**src/rtl/cpu_bus_interface.sv**
```systemverilog
// cpu_bus_interface
//   External-bus sequencer between the 6502 core and the TT pins. A latched CPU
//   address is serialised over a narrow pin bus, most significant beat first,
//   followed by a single read or write data phase. The data phase is stretched
//   by a fixed number of wait states and by pin_rdy. When HI_REUSE is set, the
//   upper beats are skipped if they are unchanged since the last transaction.
//
// Ports
//   clk, rst            clock, asynchronous active-high reset
//   req, we, addr, wdata CPU request; sampled only while busy=0
//   busy, ack, rdata    CPU status: in progress, one-cycle completion, read data
//   pin_addr, pin_beat  current address beat and its index
//   pin_ale             address beat valid
//   pin_rw              1 = read, 0 = write
//   pin_oe, pin_dout    write data drive enable and write data
//   pin_din, pin_rdy    read data from the pins, external ready
module cpu_bus_interface #(
  parameter  int ADDR_W      = 16,
  parameter  int PIN_W       = 8,
  parameter  int DATA_W      = 8,
  parameter  int WAIT_STATES = 0,
  parameter  int HI_REUSE    = 1,
  localparam int BEATS       = (ADDR_W + PIN_W - 1) / PIN_W,
  localparam int BEAT_W      = (BEATS > 1) ? $clog2(BEATS) : 1
) (
  input  logic              clk,
  input  logic              rst,
  input  logic              req,
  input  logic              we,
  input  logic [ADDR_W-1:0] addr,
  input  logic [DATA_W-1:0] wdata,
  output logic              busy,
  output logic              ack,
  output logic [DATA_W-1:0] rdata,
  output logic [PIN_W-1:0]  pin_addr,
  output logic [BEAT_W-1:0] pin_beat,
  output logic              pin_ale,
  output logic              pin_rw,
  output logic              pin_oe,
  output logic [DATA_W-1:0] pin_dout,
  input  logic [DATA_W-1:0] pin_din,
  input  logic              pin_rdy
);

  localparam int PAD_W  = BEATS * PIN_W;
  localparam int WAIT_W = (WAIT_STATES > 0) ? $clog2(WAIT_STATES + 1) : 1;

  typedef enum logic [1:0] {
    S_IDLE,
    S_ADDR,
    S_DATA
  } state_t;

  state_t              r_state;
  state_t              w_state_next;

  logic                r_we;
  logic [PAD_W-1:0]    r_addr;
  logic [DATA_W-1:0]   r_wdata;
  logic [BEAT_W-1:0]   r_beat;
  logic [WAIT_W-1:0]   r_wait;
  logic                r_ack;
  logic [DATA_W-1:0]   r_rdata;
  logic [PAD_W-1:0]    r_hi_last;
  logic                r_hi_valid;

  logic [PAD_W-1:0]    w_addr_pad;
  logic                w_hi_match;
  logic                w_accept;
  logic                w_data_done;

  // Zero-extension leaves unused top-beat bits at 0 on the pins.
  assign w_addr_pad  = PAD_W'(addr);

  // Only the bits above beat 0 are compared; the full previous address is kept
  // so that the BEATS==1 case needs no zero-width vector.
  assign w_hi_match  = (HI_REUSE != 0) && r_hi_valid &&
                       ((w_addr_pad >> PIN_W) == (r_hi_last >> PIN_W));

  assign w_accept    = (r_state == S_IDLE) && req;
  assign w_data_done = (r_state == S_DATA) && (r_wait == '0) && pin_rdy;

  // State register
  always_ff @(posedge clk or posedge rst) begin
    if (rst) begin
      r_state <= S_IDLE;
    end else begin
      r_state <= w_state_next;
    end
  end

  // Next-state logic
  always_comb begin
    w_state_next = r_state;
    case (r_state)
      S_IDLE:  if (req)           w_state_next = S_ADDR;
      S_ADDR:  if (r_beat == '0)  w_state_next = S_DATA;
      S_DATA:  if (w_data_done)   w_state_next = S_IDLE;
      default:                    w_state_next = S_IDLE;
    endcase
  end

  // Transaction datapath: latched request, beat and wait counters, history.
  always_ff @(posedge clk or posedge rst) begin
    if (rst) begin
      r_we       <= 1'b0;
      r_addr     <= '0;
      r_wdata    <= '0;
      r_beat     <= '0;
      r_wait     <= '0;
      r_ack      <= 1'b0;
      r_rdata    <= '0;
      r_hi_last  <= '0;
      r_hi_valid <= 1'b0;
    end else begin
      r_ack <= w_data_done;

      if (w_accept) begin
        r_we    <= we;
        r_addr  <= w_addr_pad;
        r_wdata <= wdata;
        r_beat  <= w_hi_match ? '0 : BEAT_W'(BEATS - 1);
      end

      if (r_state == S_ADDR) begin
        if (r_beat != '0) begin
          r_beat <= r_beat - BEAT_W'(1);
        end else begin
          r_wait <= WAIT_W'(WAIT_STATES);
        end
      end

      // The wait counter runs regardless of pin_rdy; rdy only matters at 0.
      if ((r_state == S_DATA) && (r_wait != '0)) begin
        r_wait <= r_wait - WAIT_W'(1);
      end

      if (w_data_done) begin
        if (!r_we) begin
          r_rdata <= pin_din;
        end
        r_hi_last  <= r_addr;
        r_hi_valid <= 1'b1;
      end
    end
  end

  // Output decode from registered state and counters.
  always_comb begin
    busy     = (r_state != S_IDLE);
    ack      = r_ack;
    rdata    = r_rdata;
    pin_addr = '0;
    pin_beat = '0;
    pin_ale  = 1'b0;
    pin_rw   = 1'b1;
    pin_oe   = 1'b0;
    pin_dout = '0;
    case (r_state)
      S_ADDR: begin
        pin_ale  = 1'b1;
        pin_addr = PIN_W'(r_addr >> (int'(r_beat) * PIN_W));
        pin_beat = r_beat;
      end
      S_DATA: begin
        pin_rw   = ~r_we;
        pin_oe   = r_we;
        pin_dout = r_we ? r_wdata : '0;
      end
      default: ;
    endcase
  end

endmodule

```
**config.mk**
```make
export PLATFORM = sky130hd
export DESIGN_NAME = cpu_bus_interface
export DESIGN_NICKNAME = d
export VERILOG_FILES = /design/src/rtl/cpu_bus_interface.sv
export SDC_FILE = /design/constraint.sdc
export NUM_CORES = 1
export LEC_CHECK = 0
export ABC_AREA = 1
export CAP_MARGIN = 30
export CORE_ASPECT_RATIO = 0.9
export CORE_MARGIN = 5
export CORE_UTILIZATION = 44
export CTS_BUF_LIST = sky130_fd_sc_hd__clkbuf_8 sky130_fd_sc_hd__clkbuf_16
export DETAILED_ROUTE_END_ITERATION = 10
export GPL_TIMING_DRIVEN = 0
export PLACE_DENSITY_LB_ADDON = 0.12
export SETUP_SLACK_MARGIN = 0.05
export SLEW_MARGIN = 0
export SYNTH_ARGS = -nofsm -noshare
export SYNTH_HDL_FRONTEND = slang
export SYNTH_SLANG_ARGS = --single-unit
```
**constraint.sdc**
```tcl
create_clock -name clk -period 1.9 [get_ports clk]
set_clock_uncertainty 0.15 [all_clocks]
set_input_delay 0.57 -clock clk [delete_from_list [all_inputs] [get_ports clk]]
set_output_delay 0.57 -clock clk [all_outputs]
set_load 0.01 [all_outputs]
```
## Yosys cells after proc, flatten, opt, wreduce, memory -nomap -nowiden

Cells that the tools add are included.
W data, S select, Z words.

- Logic and storage cells: 51
- Bits in registers: 55
- Input port bits: 37

- Multiplexer cells: 18
- Reductions and logical operators: 11
- Shift operators: 1
- Add/subtract/negate cells: 2
- Bitwise operators: 2
- Equal/unequal tests: 7

Operators by type and width:

| kind | count |
|---|---|
| $mux W8 | 3 |
| $shr A16 B4 Y8 | 1 |
| $mux W1 | 11 |
| $eq A8 B8 Y1 | 1 |
| $mux W2 | 3 |
| $ne A2 B2 Y1 const B | 3 |
| $pmux W2 S3 | 1 |
| $logic_and A1 B1 Y1 | 5 |
| $reduce_and A2 Y1 | 2 |
| $reduce_bool A2 Y1 | 2 |
| $reduce_and A3 Y1 | 1 |
| $eq A2 B1 Y1 const B | 1 |
| $eq A2 B2 Y1 const B | 1 |
| $logic_not A2 Y1 | 1 |
| $ne A2 B1 Y1 const B | 1 |
| $not A1 Y1 | 2 |
| $sub A1 B1 Y1 const B | 2 |

## Longest topological paths before layout

- Depth after elaboration: 6
- Mapped depth: 7

## Least setup slack after synthesis

No wires, ideal clock.

- Path type: reg-to-output
- From: register r_state[0]
- To: output port pin_dout[0]
- Data required time: 1.180 ns
- Arrival time: 1.140 ns
- Stages on the path, launching flop included: 6
- Path slack: 0.040 ns
- Path buffers: 0
- Cells stage by stage: dfrtp_1 -> inv_1 -> nand2_4 -> nor2_1 -> inv_1 -> nor2_1

- Cells in the longest elaborated chain, start to end: 2

RTL lines:

| item | line | RTL |
|---|---|---|
| from (decl) | 54 | `state_t r_state;` |
| from (signal assigned) | 88 | `r_state <= w_state_next;` |
| $eq A2 B2 Y1 | 159 | `case (r_state)` |
| $mux W8 | 159 |  |
| to (decl) | 40 | `output logic [DATA_W-1:0] pin_dout,` |

Every way passes these cells.

## Worst setup path in the final report

- From: register r_state[1]
- To: output port pin_beat

- Cells in the longest elaborated chain, start to end: 2

RTL lines:

| item | line | RTL |
|---|---|---|
| $eq A2 B1 Y1 | 159 |  |
| $mux W1 | 159 |  |
| to (decl) | 36 | `output logic [BEAT_W-1:0] pin_beat,` |

Every way passes these cells.

==> metrics.md <==
| Metric | Value |
|---|---|
| Status | `finished, violations left` |
| Failing checks | `setup timing` |
| H-tree depth | `2` |
| Endpoints failing hold | `0` |
| Post-DP HPWL | `3.73 mm` |
| Vias per cell | `4.73` |
| Root Buffer | `clkbuf_8` |
| Final WS setup | `-0.250 ns` |
| Fill count | `414` |
| Layout cells sized above 1 | `0.276` |
| Largest net degree at the start of global routing | `28` |
| DR WL/cell | `13.8 um` |
| Core footprint | `4830 sq um` |
| Critical path peak fanout | `6` |
| # rows | `24` |
| Fin crit period | `2.15 ns` |
| Final core occ | `0.664` |
| Synthesized instance count | `253` |
| Total GRT Usage | `0.171` |
| PwrDens | `1400 nW/um^2` |
| # nets final | `378` |
| Crit-path cells | `nor2_4 -> nand2_4 -> inv_6 -> dlygate4sd2_1` |
| I/O pin total | `67` |
| Post-Route WL | `5.58 mm` |
| Setup crit start kind | `flop` |
| Initial antenna violation count | `0` |
| Die H | `76.8 um` |
| Starting Density | `0.451` |
| Seq cells post-synth | `47` |
| CP required | `1.18 ns` |
| Crit share post-route | `1.13` |
| FF/Latch Area | `1180 sq um` |
| # DRC | `0` |
| Leak pwr | `1.62 nW` |
| Clock Path Buffers | `2` |
| Worst slack, placed | `-0.535 ns` |
| Final Setup Violations | `21` |
| Sequential area share after synthesis | `0.539` |
| Max-Cap Viols | `0` |
| Unrepaired setup endpoints after global routing | `yes` |
| CP max stage delay | `0.45 ns` |
| Multi-input gate area | `893 sq um` |
| ANT cells | `0` |
| Crit end category | `output port` |
| Synth Cell Area | `2180 sq um` |
| Grt total ovfl | `0` |
| Worst hold path type | `reg2reg` |
| Worst IR Drop VDD | `0.664 mV` |
| Clock Latency Late Sink | `0.29 ns` |
| Slew Limit Fails | `0` |
| CTS Sinks | `47` |
| Die width | `84.2 um` |
| Layout area overhead | `47.1%` |
| Hold Buf Count CTS | `0` |
| Number of global-route vias before repair | `1852` |
| Synth warn | `0` |
| Worst-path clk slew | `0.08 ns` |
| Crit path DAT | `1.43 ns` |
| Worst Max-Slew Pin Slew | `0.482 ns` |
| First-pass GRT wire length | `8.80 mm` |
| Maximum clock rate | `0.465 GHz` |
| Post-route ant nets | `0` |
| Synth Area per Inst | `8.62 sq um` |
| Vias | `1915` |
| Mapped Nets | `290` |
| DRT iter0 DRCs | `88` |
| I/O Buffers | `66` |
| Critical path class | `reg2out` |
| CP max stage cell | `dfrtp_2` |
| Gpl congestion | `0.770` |
| Setup TNS | `-3.24 ns` |
| Synth unique cells | `21` |
| Detailed Routing Iterations Pass 1 | `4` |
| Die footprint | `6470 sq um` |
| Rel. slew slack | `0.678` |
| CTS tree | `done` |
| Inserted Clock Buffers | `5` |
[through the flow]
step,total power [mW],hold WS [ns],std cells,cell area (sq um)
final,4.49,0.317,405,3210
after global routing,4.83,0.346,405,3210
after CTS,4.19,0.324,396,3010
after detailed placement,3.61,0.308,385,2950
after global placement,3.56,0.303,384,2930
after floorplan,2.82,0.290,253,2180
[what timing repair did]
| action | CTS | global route |
|---|---|---|
| endpoints found under the setup margin | 30 | 21 |
| buffers inserted | 5 | 9 |
| pin swaps | 4 | 5 |
| gates resized for setup | 108 | 38 |
[state kept, by name, indices dropped and copies added, names as in the netlist]
signal,flops
r_we,1
ack,1
r_state,2
r_addr,16
r_beat,1
r_hi_valid,1
r_hi_last,8
r_wdata,8
r_wait,1
rdata,8
[Yosys cell counts]
cell     instances  area, sq um
nand2_4          2         22.5
nor2_1          17         63.8
inv_2            1         3.75
o22ai_1          3         18.8
nor2_2           2         12.5
dfrtp_1         47         1180
xor2_1           2         17.5
nor2_8           1         20.0
nand3_1          9         45.0
inv_6            1         8.76
buf_6            5         56.3
o21ai_2         16          140
nand2_2          1         6.26
buf_8            1         15.0
or2_2            1         6.26
inv_1           34          128
and3_1           1         6.26
nand2_1         88          330
buf_2            1         5.00
o21ai_0         17         85.1
o21ai_1          3         15.0
[worst max-delay path: cells and delay by family, from the launching register on]
kind	cells	cell delay (ns)
DFF	1	0.45
and+or+nand+nor	2	0.31
buffers and inverters	2	0.37
[layer usage]
layer	track usage	wire, um
met1	0.224	2350
met2	0.263	2770
met3	0.0525	368
met4	0.0691	98
met5	0	0
[cells in the final DEF, fill, tap and decap left out, types with 3 or more instances in the layout]
| cell | count |
|---|---|
| nand2_4 | 4 |
| o21ai_0 | 13 |
| nor2_2 | 4 |
| buf_4 | 7 |
| nand3_1 | 9 |
| dfrtp_1 | 46 |
| clkbuf_8 | 5 |
| o22ai_1 | 3 |
| clkdlybuf4s50_1 | 36 |
| dlygate4sd2_1 | 10 |
| buf_2 | 13 |
| nand2_2 | 4 |
| nand2_1 | 82 |
| inv_1 | 31 |
| o21ai_2 | 18 |
| nor2_4 | 7 |
| nor2_1 | 8 |
| o21ai_1 | 5 |
| buf_6 | 19 |
[path summary, 6_finish.rpt]
check	start	endpoint	slack (ns)	cells past startpoint
max	r_state[1]	pin_beat	-0.25	4
max reg2reg	r_state[1]	r_wdata[5]	0.21	9
min in group asynchronous	rst	rdata[4]	0.45	2
max in group asynchronous	rst	r_state[1]	0.63	3
min reg2reg	rdata[1]	rdata[1]	0.32	2
min	rdata[1]	rdata[1]	0.32	2
[logic make-up after synthesis]
group	synth area share
compound gates	0.119
xor+xnor	0.00803
buf+inv	0.0992
flops	0.539
simple gates	0.235
[area by class of cell]
type,instances,area share
multi-input cells,163,0.278
clock buffers,5,0.0214
clock inverters,1,0.00117
flip-flops and latches,47,0.367
well taps,65,0.0253
inverters,36,0.0468
repair buffers,81,0.236
plain buffers,7,0.0238
[power breakdown]
part / leakage [nW] / total (mW) / internal (mW) / switching (mW)
logic: 0.999 / 2.24 / 0.995 / 1.24
clock network: 0.0413 / 0.555 / 0.241 / 0.315
registers: 0.581 / 1.70 / 1.45 / 0.249
No activity file was read; power rests on OpenSTA's default activity.
